File: config.mk
export PLATFORM = sky130hd
export DESIGN_NAME = mc_ctrl
export DESIGN_NICKNAME = d
export VERILOG_FILES = /design/src/rtl/mc_ctrl_pkg.sv /design/src/rtl/mc_ctrl_decode.sv /design/src/rtl/mc_ctrl.sv
export SDC_FILE = /design/constraint.sdc
export NUM_CORES = 1
export LEC_CHECK = 0
export ABC_AREA = 0
export BUFFER_PORTS_ARGS = -buffer_cell sky130_fd_sc_hd__buf_2
export CAP_MARGIN = 10
export CELL_PAD_IN_SITES_DETAIL_PLACEMENT = 0
export CELL_PAD_IN_SITES_GLOBAL_PLACEMENT = 2
export CORE_ASPECT_RATIO = 0.9
export CORE_MARGIN = 1
export CORE_UTILIZATION = 18
export CTS_BUF_LIST = sky130_fd_sc_hd__clkbuf_16
export CTS_CLUSTER_SIZE = 30
export DETAILED_ROUTE_END_ITERATION = 7
export GPL_TIMING_DRIVEN = 0
export PLACE_DENSITY = 0.78
export SKIP_CTS_REPAIR_TIMING = 1
export SYNTH_ARGS = -nofsm -noshare
export SYNTH_HDL_FRONTEND = slang
export SYNTH_SLANG_ARGS = --single-unit
File: constraint.sdc
create_clock -name clk -period 2.3 [get_ports clk]
set_input_delay 0.46 -clock clk [delete_from_list [all_inputs] [get_ports clk]]
set_output_delay 0.46 -clock clk [all_outputs]
set_load 0.1 [all_outputs]
File: src/rtl/mc_ctrl_pkg.sv
// mc_ctrl_pkg: state codes, opcode/funct constants, datapath select encodings and decode class type
package mc_ctrl_pkg;
  typedef enum logic [2:0] {
    S_FETCH = 3'd0,
    S_DCD   = 3'd1,
    S_EXE   = 3'd2,
    S_MEM   = 3'd3,
    S_WB    = 3'd4
  } state_t;
  localparam logic [5:0] OP_RTYPE = 6'b000000;
  localparam logic [5:0] OP_ORI   = 6'b001101;
  localparam logic [5:0] OP_LUI   = 6'b001111;
  localparam logic [5:0] OP_LW    = 6'b100011;
  localparam logic [5:0] OP_SW    = 6'b101011;
  localparam logic [5:0] OP_BEQ   = 6'b000100;
  localparam logic [5:0] OP_JAL   = 6'b000011;
  localparam logic [5:0] FN_ADDU  = 6'b100001;
  localparam logic [5:0] FN_SUBU  = 6'b100011;
  localparam logic [5:0] FN_JR    = 6'b001000;
  localparam logic [5:0] FN_NOP   = 6'b000000;
  localparam logic [1:0] ALU_ADD = 2'd0, ALU_SUB = 2'd1, ALU_OR = 2'd2, ALU_LUI = 2'd3;
  localparam logic [1:0] DST_RT = 2'd0, DST_RD = 2'd1, DST_RA = 2'd2;
  localparam logic [1:0] WD_ALU = 2'd0, WD_DM = 2'd1, WD_PC4 = 2'd2;
  localparam logic [1:0] NPC_PC4 = 2'd0, NPC_BR = 2'd1, NPC_J = 2'd2, NPC_RS = 2'd3;
  typedef struct packed {
    logic addu;
    logic subu;
    logic jr;
    logic nop;
    logic ori;
    logic lui;
    logic lw;
    logic sw;
    logic beq;
    logic jal;
    logic undef;
  } cls_t;
endpackage

File: src/rtl/mc_ctrl_decode.sv
// mc_ctrl_decode: opcode/funct to one-hot instruction class
//  opcode, funct : IR[31:26], IR[5:0]
//  cls           : one-hot class, undef when nothing matches
module mc_ctrl_decode
  import mc_ctrl_pkg::*;
(
  input  logic [5:0] opcode,
  input  logic [5:0] funct,
  output cls_t       cls
);
  logic r;
  always_comb begin
    r         = opcode == OP_RTYPE;
    cls       = '0;
    cls.addu  = r && funct == FN_ADDU;
    cls.subu  = r && funct == FN_SUBU;
    cls.jr    = r && funct == FN_JR;
    cls.nop   = r && funct == FN_NOP;
    cls.ori   = opcode == OP_ORI;
    cls.lui   = opcode == OP_LUI;
    cls.lw    = opcode == OP_LW;
    cls.sw    = opcode == OP_SW;
    cls.beq   = opcode == OP_BEQ;
    cls.jal   = opcode == OP_JAL;
    cls.undef = ~|{cls.addu, cls.subu, cls.jr, cls.nop, cls.ori, cls.lui,
                   cls.lw, cls.sw, cls.beq, cls.jal};
  end
endmodule

File: src/rtl/mc_ctrl.sv
// mc_ctrl: multi-cycle MIPS control FSM driving datapath selects and write enables
//  clk, reset     : clock, async active-high reset to S_FETCH
//  opcode, funct  : IR fields; zero : ALU equality flag in S_EXE
//  PCWr/IRWr/RegWr/MemWr : write enables; EXTop/ALUSrcB/ALUop/RegDst/WDSel/NPCop : selects
//  instr_done     : pulse in last state of each instruction; illegal : held undefined instruction
module mc_ctrl
  import mc_ctrl_pkg::*;
#(
  parameter bit UNK_AS_NOP = 1'b1
) (
  input  logic       clk,
  input  logic       reset,
  input  logic [5:0] opcode,
  input  logic [5:0] funct,
  input  logic       zero,
  output logic       PCWr,
  output logic       IRWr,
  output logic       RegWr,
  output logic       MemWr,
  output logic       EXTop,
  output logic       ALUSrcB,
  output logic [1:0] ALUop,
  output logic [1:0] RegDst,
  output logic [1:0] WDSel,
  output logic [1:0] NPCop,
  output logic       instr_done,
  output logic       illegal
);
  state_t state, nxt;
  cls_t   c;
  mc_ctrl_decode u_dec (.opcode(opcode), .funct(funct), .cls(c));
  always_ff @(posedge clk or posedge reset)
    if (reset) state <= S_FETCH;
    else       state <= nxt;
  always_comb begin
    nxt        = S_FETCH;
    PCWr       = 1'b0;
    IRWr       = 1'b0;
    RegWr      = 1'b0;
    MemWr      = 1'b0;
    EXTop      = 1'b0;
    ALUSrcB    = 1'b0;
    ALUop      = ALU_ADD;
    RegDst     = DST_RT;
    WDSel      = WD_ALU;
    NPCop      = NPC_PC4;
    instr_done = 1'b0;
    illegal    = 1'b0;
    case (state)
      S_FETCH: begin
        IRWr = 1'b1;
        PCWr = 1'b1;
        nxt  = S_DCD;
      end
      S_DCD: begin
        PCWr       = c.jal | c.jr;
        NPCop      = c.jal ? NPC_J : c.jr ? NPC_RS : NPC_PC4;
        RegWr      = c.jal;
        RegDst     = c.jal ? DST_RA : DST_RT;
        WDSel      = c.jal ? WD_PC4 : WD_ALU;
        illegal    = c.undef && !UNK_AS_NOP;
        instr_done = c.jal | c.jr | c.nop | (c.undef && UNK_AS_NOP);
        nxt        = illegal ? S_DCD : instr_done ? S_FETCH : S_EXE;
      end
      S_EXE: begin
        PCWr       = c.beq & zero;
        NPCop      = c.beq ? NPC_BR : NPC_PC4;
        instr_done = c.beq;
        nxt        = c.beq ? S_FETCH : (c.lw | c.sw) ? S_MEM : S_WB;
      end
      S_MEM: begin
        MemWr      = c.sw;
        instr_done = c.sw;
        nxt        = c.lw ? S_WB : S_FETCH;
      end
      S_WB: begin
        RegWr      = 1'b1;
        instr_done = 1'b1;
        RegDst     = (c.addu | c.subu) ? DST_RD : DST_RT;
        WDSel      = c.lw ? WD_DM : WD_ALU;
      end
      default: nxt = S_FETCH;
    endcase
    // ALU and extender controls stay stable from EXE through MEM/WB so the result feeding DM/GRF holds
    if (state == S_EXE || state == S_MEM || state == S_WB) begin
      ALUop   = (c.subu | c.beq) ? ALU_SUB : c.ori ? ALU_OR : c.lui ? ALU_LUI : ALU_ADD;
      ALUSrcB = c.ori | c.lui | c.lw | c.sw;
      EXTop   = c.lw | c.sw | c.beq;
    end
    // reset masks every output so no write can land while it is asserted
    if (reset) begin
      PCWr       = 1'b0;
      IRWr       = 1'b0;
      RegWr      = 1'b0;
      MemWr      = 1'b0;
      EXTop      = 1'b0;
      ALUSrcB    = 1'b0;
      ALUop      = ALU_ADD;
      RegDst     = DST_RT;
      WDSel      = WD_ALU;
      NPCop      = NPC_PC4;
      instr_done = 1'b0;
      illegal    = 1'b0;
    end
  end
endmodule

# Word level (Yosys, flattened, before mapping)
# Cells that the tools add are included.
dict set report word_totals {
  reg_bits 3
  in_bits 15
}
dict set report op_classes {
  n_reduce_logical 11
  bitwise_logic 11
  eq_ne 13
  n_mux 36
}
# op count
set op_table {}
lappend op_table {{6-bit == test (second input constant)} 4}
lappend op_table {{2-bit 2-to-1 mux} 12}
lappend op_table {{6-bit by 4-bit == test with 1-bit output (second input constant)} 3}
lappend op_table {{1-bit 2-to-1 mux} 14}
lappend op_table {{6-bit zero test} 2}
lappend op_table {{2-bit case mux with 2 select lines} 3}
lappend op_table {{3-bit case mux with 4 select lines} 1}
lappend op_table {{1-bit OR} 10}
lappend op_table {{10-bit OR reduction} 1}
lappend op_table {{3-bit 2-to-1 mux} 3}
lappend op_table {{3-bit by 2-bit == test with 1-bit output (second input constant)} 2}
lappend op_table {{6-bit by 2-bit == test with 1-bit output (second input constant)} 1}
lappend op_table {{6-bit by 3-bit == test with 1-bit output (second input constant)} 1}
lappend op_table {{1-bit logical AND} 4}
lappend op_table {{1-bit case mux with 4 select lines} 1}
lappend op_table {{3-bit by 1-bit == test with 1-bit output (second input constant)} 1}
lappend op_table {{3-bit == test (second input constant)} 1}
lappend op_table {{3-bit zero test} 1}
lappend op_table {{1-bit case mux with 3 select lines} 1}
lappend op_table {{1-bit logical OR} 2}
lappend op_table {{1-bit case mux with 2 select lines} 1}
lappend op_table {{1-bit AND} 1}
lappend op_table {{1-bit zero test} 1}

# Depth between registers and ports, before layout
dict set report depth {
  depth_word 7
  depth_mapped 7
  depth_no_buf 5
}

# Hierarchy
# A second synthesis with hierarchy kept.
dict set report hier_totals {
  hier_cells 88
  hier_area_um2 600.6
}
# mod instances area_each_um2 cells_each seq_area_each_um2
set by_module_without_submodules {}
lappend by_module_without_submodules {mc_ctrl 1 404.1 59 75.1}
lappend by_module_without_submodules {mc_ctrl_decode 1 196.4 29 0.0}

# Worst setup path before layout
# No wires, ideal clock.
dict set report synth_path {
  path_type {input -> output}
  startpoint {in opcode[3]}
  endpoint {out WDSel[1]}
  slack_ns -2.308
  arrival_ns 4.148
  cell_stages 5
  n_path_buf 2
  cell_sequence {clkbuf_1 -> or4_1 -> or3_1 -> nor3_1 -> buf_4}
}
dict set report synth_between {
  elab_chain_len 4
}
# element line_no
set synth_lines {}
lappend synth_lines {{start: declaration} mc_ctrl.sv:13} ;# input logic [5:0] opcode,
lappend synth_lines {{6-bit by 2-bit == test with 1-bit output} mc_ctrl_decode.sv:24} ;# cls.jal = opcode == OP_JAL;
lappend synth_lines {{2-bit 2-to-1 mux} mc_ctrl.sv:60} ;# WDSel = c.jal ? WD_PC4 : WD_ALU;
lappend synth_lines {{2-bit case mux with 2 select lines} mc_ctrl.sv:49} ;# case (state)
lappend synth_lines {{2-bit 2-to-1 mux} mc_ctrl.sv:91} ;# if (reset) begin
lappend synth_lines {{end: declaration} mc_ctrl.sv:24} ;# output logic [1:0] WDSel,
# Every way passes these cells.

# Worst setup path after layout
dict set report layout_path {
  startpoint {in funct[2]}
  endpoint {out NPCop[1]}
}
dict set report layout_between {
  elab_chain_len 6
}
# element line_no
set layout_lines {}
lappend layout_lines {{start: declaration} mc_ctrl.sv:14} ;# input logic [5:0] funct,
lappend layout_lines {{6-bit by 4-bit == test with 1-bit output} mc_ctrl_decode.sv:17} ;# cls.jr = r && funct == FN_JR;
lappend layout_lines {{1-bit logical AND} mc_ctrl_decode.sv:17}
lappend layout_lines {{2-bit 2-to-1 mux (2 in series)} mc_ctrl.sv:57} ;# NPCop = c.jal ? NPC_J : c.jr ? NPC_RS : NPC_PC4;
lappend layout_lines {{2-bit case mux with 2 select lines} mc_ctrl.sv:49}
lappend layout_lines {{2-bit 2-to-1 mux} mc_ctrl.sv:91}
lappend layout_lines {{end: declaration} mc_ctrl.sv:25} ;# output logic [1:0] NPCop,
# Every way passes these cells.

==> flow_summary_export.csv <==
group,metric,value,unit
flow_run,maxCapViolCount,0,
logic_synthesis,syn_inst,74,
logic_synthesis,synthTopCellsByCount,"nand2_1 (9), nor2_1 (7), nor3_1 (5)",
finish,stdcell_count,149,
finish,largest_register,"state",
drt,wl_per_cell,12.5,um
die,start_util,18.9,%
logic_synthesis,yosysSeqAreaShare,14.5,%
logic_synthesis,ys_top_cells_by_area,"dfrtp_1 (14%), nand2_1 (6.5%), nor2_1 (5.1%)",
cts,worstSkewPairLatency,0.22,ns
placement,place_area,921,sq um
global_routing,antenna_found_initial,0,
cts,cts-buffers-inserted,3,
critical_path,cp-start-kind,"input pin",
cts,cts_tree,"yes",
drt,final_antenna_net_count,0,
logic_synthesis,avgSynthCellArea,7.00,sq um
cts,path_clk_slew,0.03,ns
hold_path,worstHoldPathType,"in2async",
drt,totalWireLength,1.87,mm
logic_synthesis,syn_area,518,sq um
sta,setup_viol,8,
placement,place.gp.congestion,0.759,
logic_synthesis,synth_top_area_share,14.5,%
die,rows,18,
sta,hold_viol,0,
placement,dp_hpwl,1.32,mm
critical_path,path_class,"in2out",
drt,route.detailed.drc,0,
pwr,p_leak,0.479,nW
cts,cts.sinks,3,
critical_path,cp-end-kind,"primary output",
finish,final_layout_size_suffix_gt1_share,63.3,%
die,coreArea,2750,sq um
finish,reg_top3,"state x3",
pwr,p_clk_share,36.8,%
pwr,seqPwrFrac,9.8,%
drt,vias,685,
pwr,combPwrFrac,53.4,%
die,die_x,58.5,um
status,status,"complete, but fails checks",
sta,period_needed,2.68,ns
logic_synthesis,synth_cell_types,34,
cts,h-tree-depth,1,
finish,fill_cells,270,
sta,drv_slew,0,
sta,skew,0.00210,ns
global_routing,grt_pass1_vias,628,
sta,fin_ws,-0.378,ns
pwr,p_switching,0.000304,W
drt,viasPerCell,4.60,
critical_path,required,1.84,ns
critical_path,worstPathMaxFanout,3,
finish,nets,125,
status,violations,"setup timing",
global_routing,grt_pass1_wl,2.83,mm
global_routing,grt_max_degree,11,
finish,final_area,1240,sq um
logic_synthesis,synth_seq_cells,3,
logic_synthesis,syn_nets,89,
placement,port_buffers,26,
logic_synthesis,ys_warn_count,0,
logic_synthesis,synth.most_common_cell,"nand2_1",
critical_path,worst_ep_arrival_time,2.22,ns
finish,synthToLayoutAreaGrowth,139,%
pwr,p_int,0.000428,W
placement,dp.cells,140,
logic_synthesis,async_flop_share,100,%
sta,timing.fmax,0.373,GHz
finish,largest_reg_flops,3,
drt,drtIter0Drc,7,
sta,rsz0062_at_grt,"yes",
logic_synthesis,synth-edff-count,0,
die,die_h,52.9,um
pwr,irDropWorstVdd,0.269,mV
logic_synthesis,synth.largest_area_cell,"dfrtp_1",
cts,cts_max_path_buffers,2,
cts,cts-root-buf,"clkbuf_16",
global_routing,grtUsageTotal,12.1,%
drt,first_pass_iters,2,
global_routing,grt_overflow,0,
finish,n_antenna_cell,0,
sta,period_share,116,%
logic_synthesis,synth-main-ff-cell,"dfrtp_1",
die,ios,31,
pwr,swShare,41.5,%
pwr,powerDensity,590,nW/um^2
die,dieArea,3100,sq um
## worst max-delay path, cell delays in order
cell	delay, ns
buf_6	0.09
or4_4	0.54
or4_4	0.52
a211oi_4	0.29
buf_4	0.16
buf_12	0.16
## path summary, 6_finish.rpt
path | from | to | slack (ns) | cells after the start
worst max-delay path | funct[2] | NPCop[1] | -0.38 | 6
worst min-delay path | reset | state[0]$_DFF_PP0_ | 0.20 | 2
worst max register to register | state[0]$_DFF_PP0_ | state[0]$_DFF_PP0_ | 1.25 | 3
worst min register to register | state[2]$_DFF_PP0_ | state[1]$_DFF_PP0_ | 0.55 | 1
max in group asynchronous | reset | state[2]$_DFF_PP0_ | 1.93 | 2
min in group clk | state[2]$_DFF_PP0_ | state[1]$_DFF_PP0_ | 0.55 | 1
## power by group through the flow
stage          sequential (W)  clock (W)  combinational [W]
6_report            0.0000717   0.000269           0.000391
2_1_floorplan       0.0000694          0           0.000293
5_1_grt             0.0000729   0.000280           0.000410
3_5_place_dp        0.0000708          0           0.000344
4_1_cts             0.0000710   0.000272           0.000346
3_3_place_gp        0.0000707          0           0.000343
## placed cells by master, fill, tap and decap left out, types with 3 or more instances in the layout
cell / instances
clkbuf_16: 5
nor2_1: 6
nand2_1: 9
or4_4: 4
buf_12: 8
nor4_4: 3
buf_8: 3
buf_4: 9
nand2b_1: 4
buf_2: 8
buf_6: 6
## through the flow
step | hold WS [ns] | utilization [%] | total power, W | worst slack, ns | TNS (ns)
finish | 0.204 | 45.1 | 0.000732 | -0.378 | -1.79
global route | 0.224 | 45.1 | 0.000762 | -0.414 | -2.16
CTS | 0.198 | 36.4 | 0.000689 | -0.667 | -5.42
detailed placement | 0.430 | 33.5 | 0.000415 | -0.667 | -4.35
global placement | 0.430 | 33.5 | 0.000413 | -0.664 | -4.26
floorplan | 0.409 | - | 0.000363 | -1.05 | -5.06
## routing by layer
layer	track usage, %	routed length (um)	up-vias
met4	3.57	0	0
li1	-	-	345
met2	20.5	935	18
met1	15.1	874	322
met3	2.93	55	0
met5	0	0	-
## layout make-up
class	count	area [sq um]	share of cell area [%]
Clock inverter	1	3.75	0.303
Inverter	1	3.75	0.303
Multi-Input combinational cell	63	578	46.6
Clock buffer	3	75.1	6.05
Timing Repair Buffer	31	350	28.3
Buffer	7	101	8.17
Sequential cell	3	77.6	6.26
Tap cell	40	50.0	4.04
## logic make-up after synthesis
group	synth area share (%)
and+or+nand+nor	55.1
AOI/OAI and AO/OA	21.0
buffers and inverters	8.69
DFF	14.5
other	0.724
Note: power is estimated with default switching activity, not from simulation.
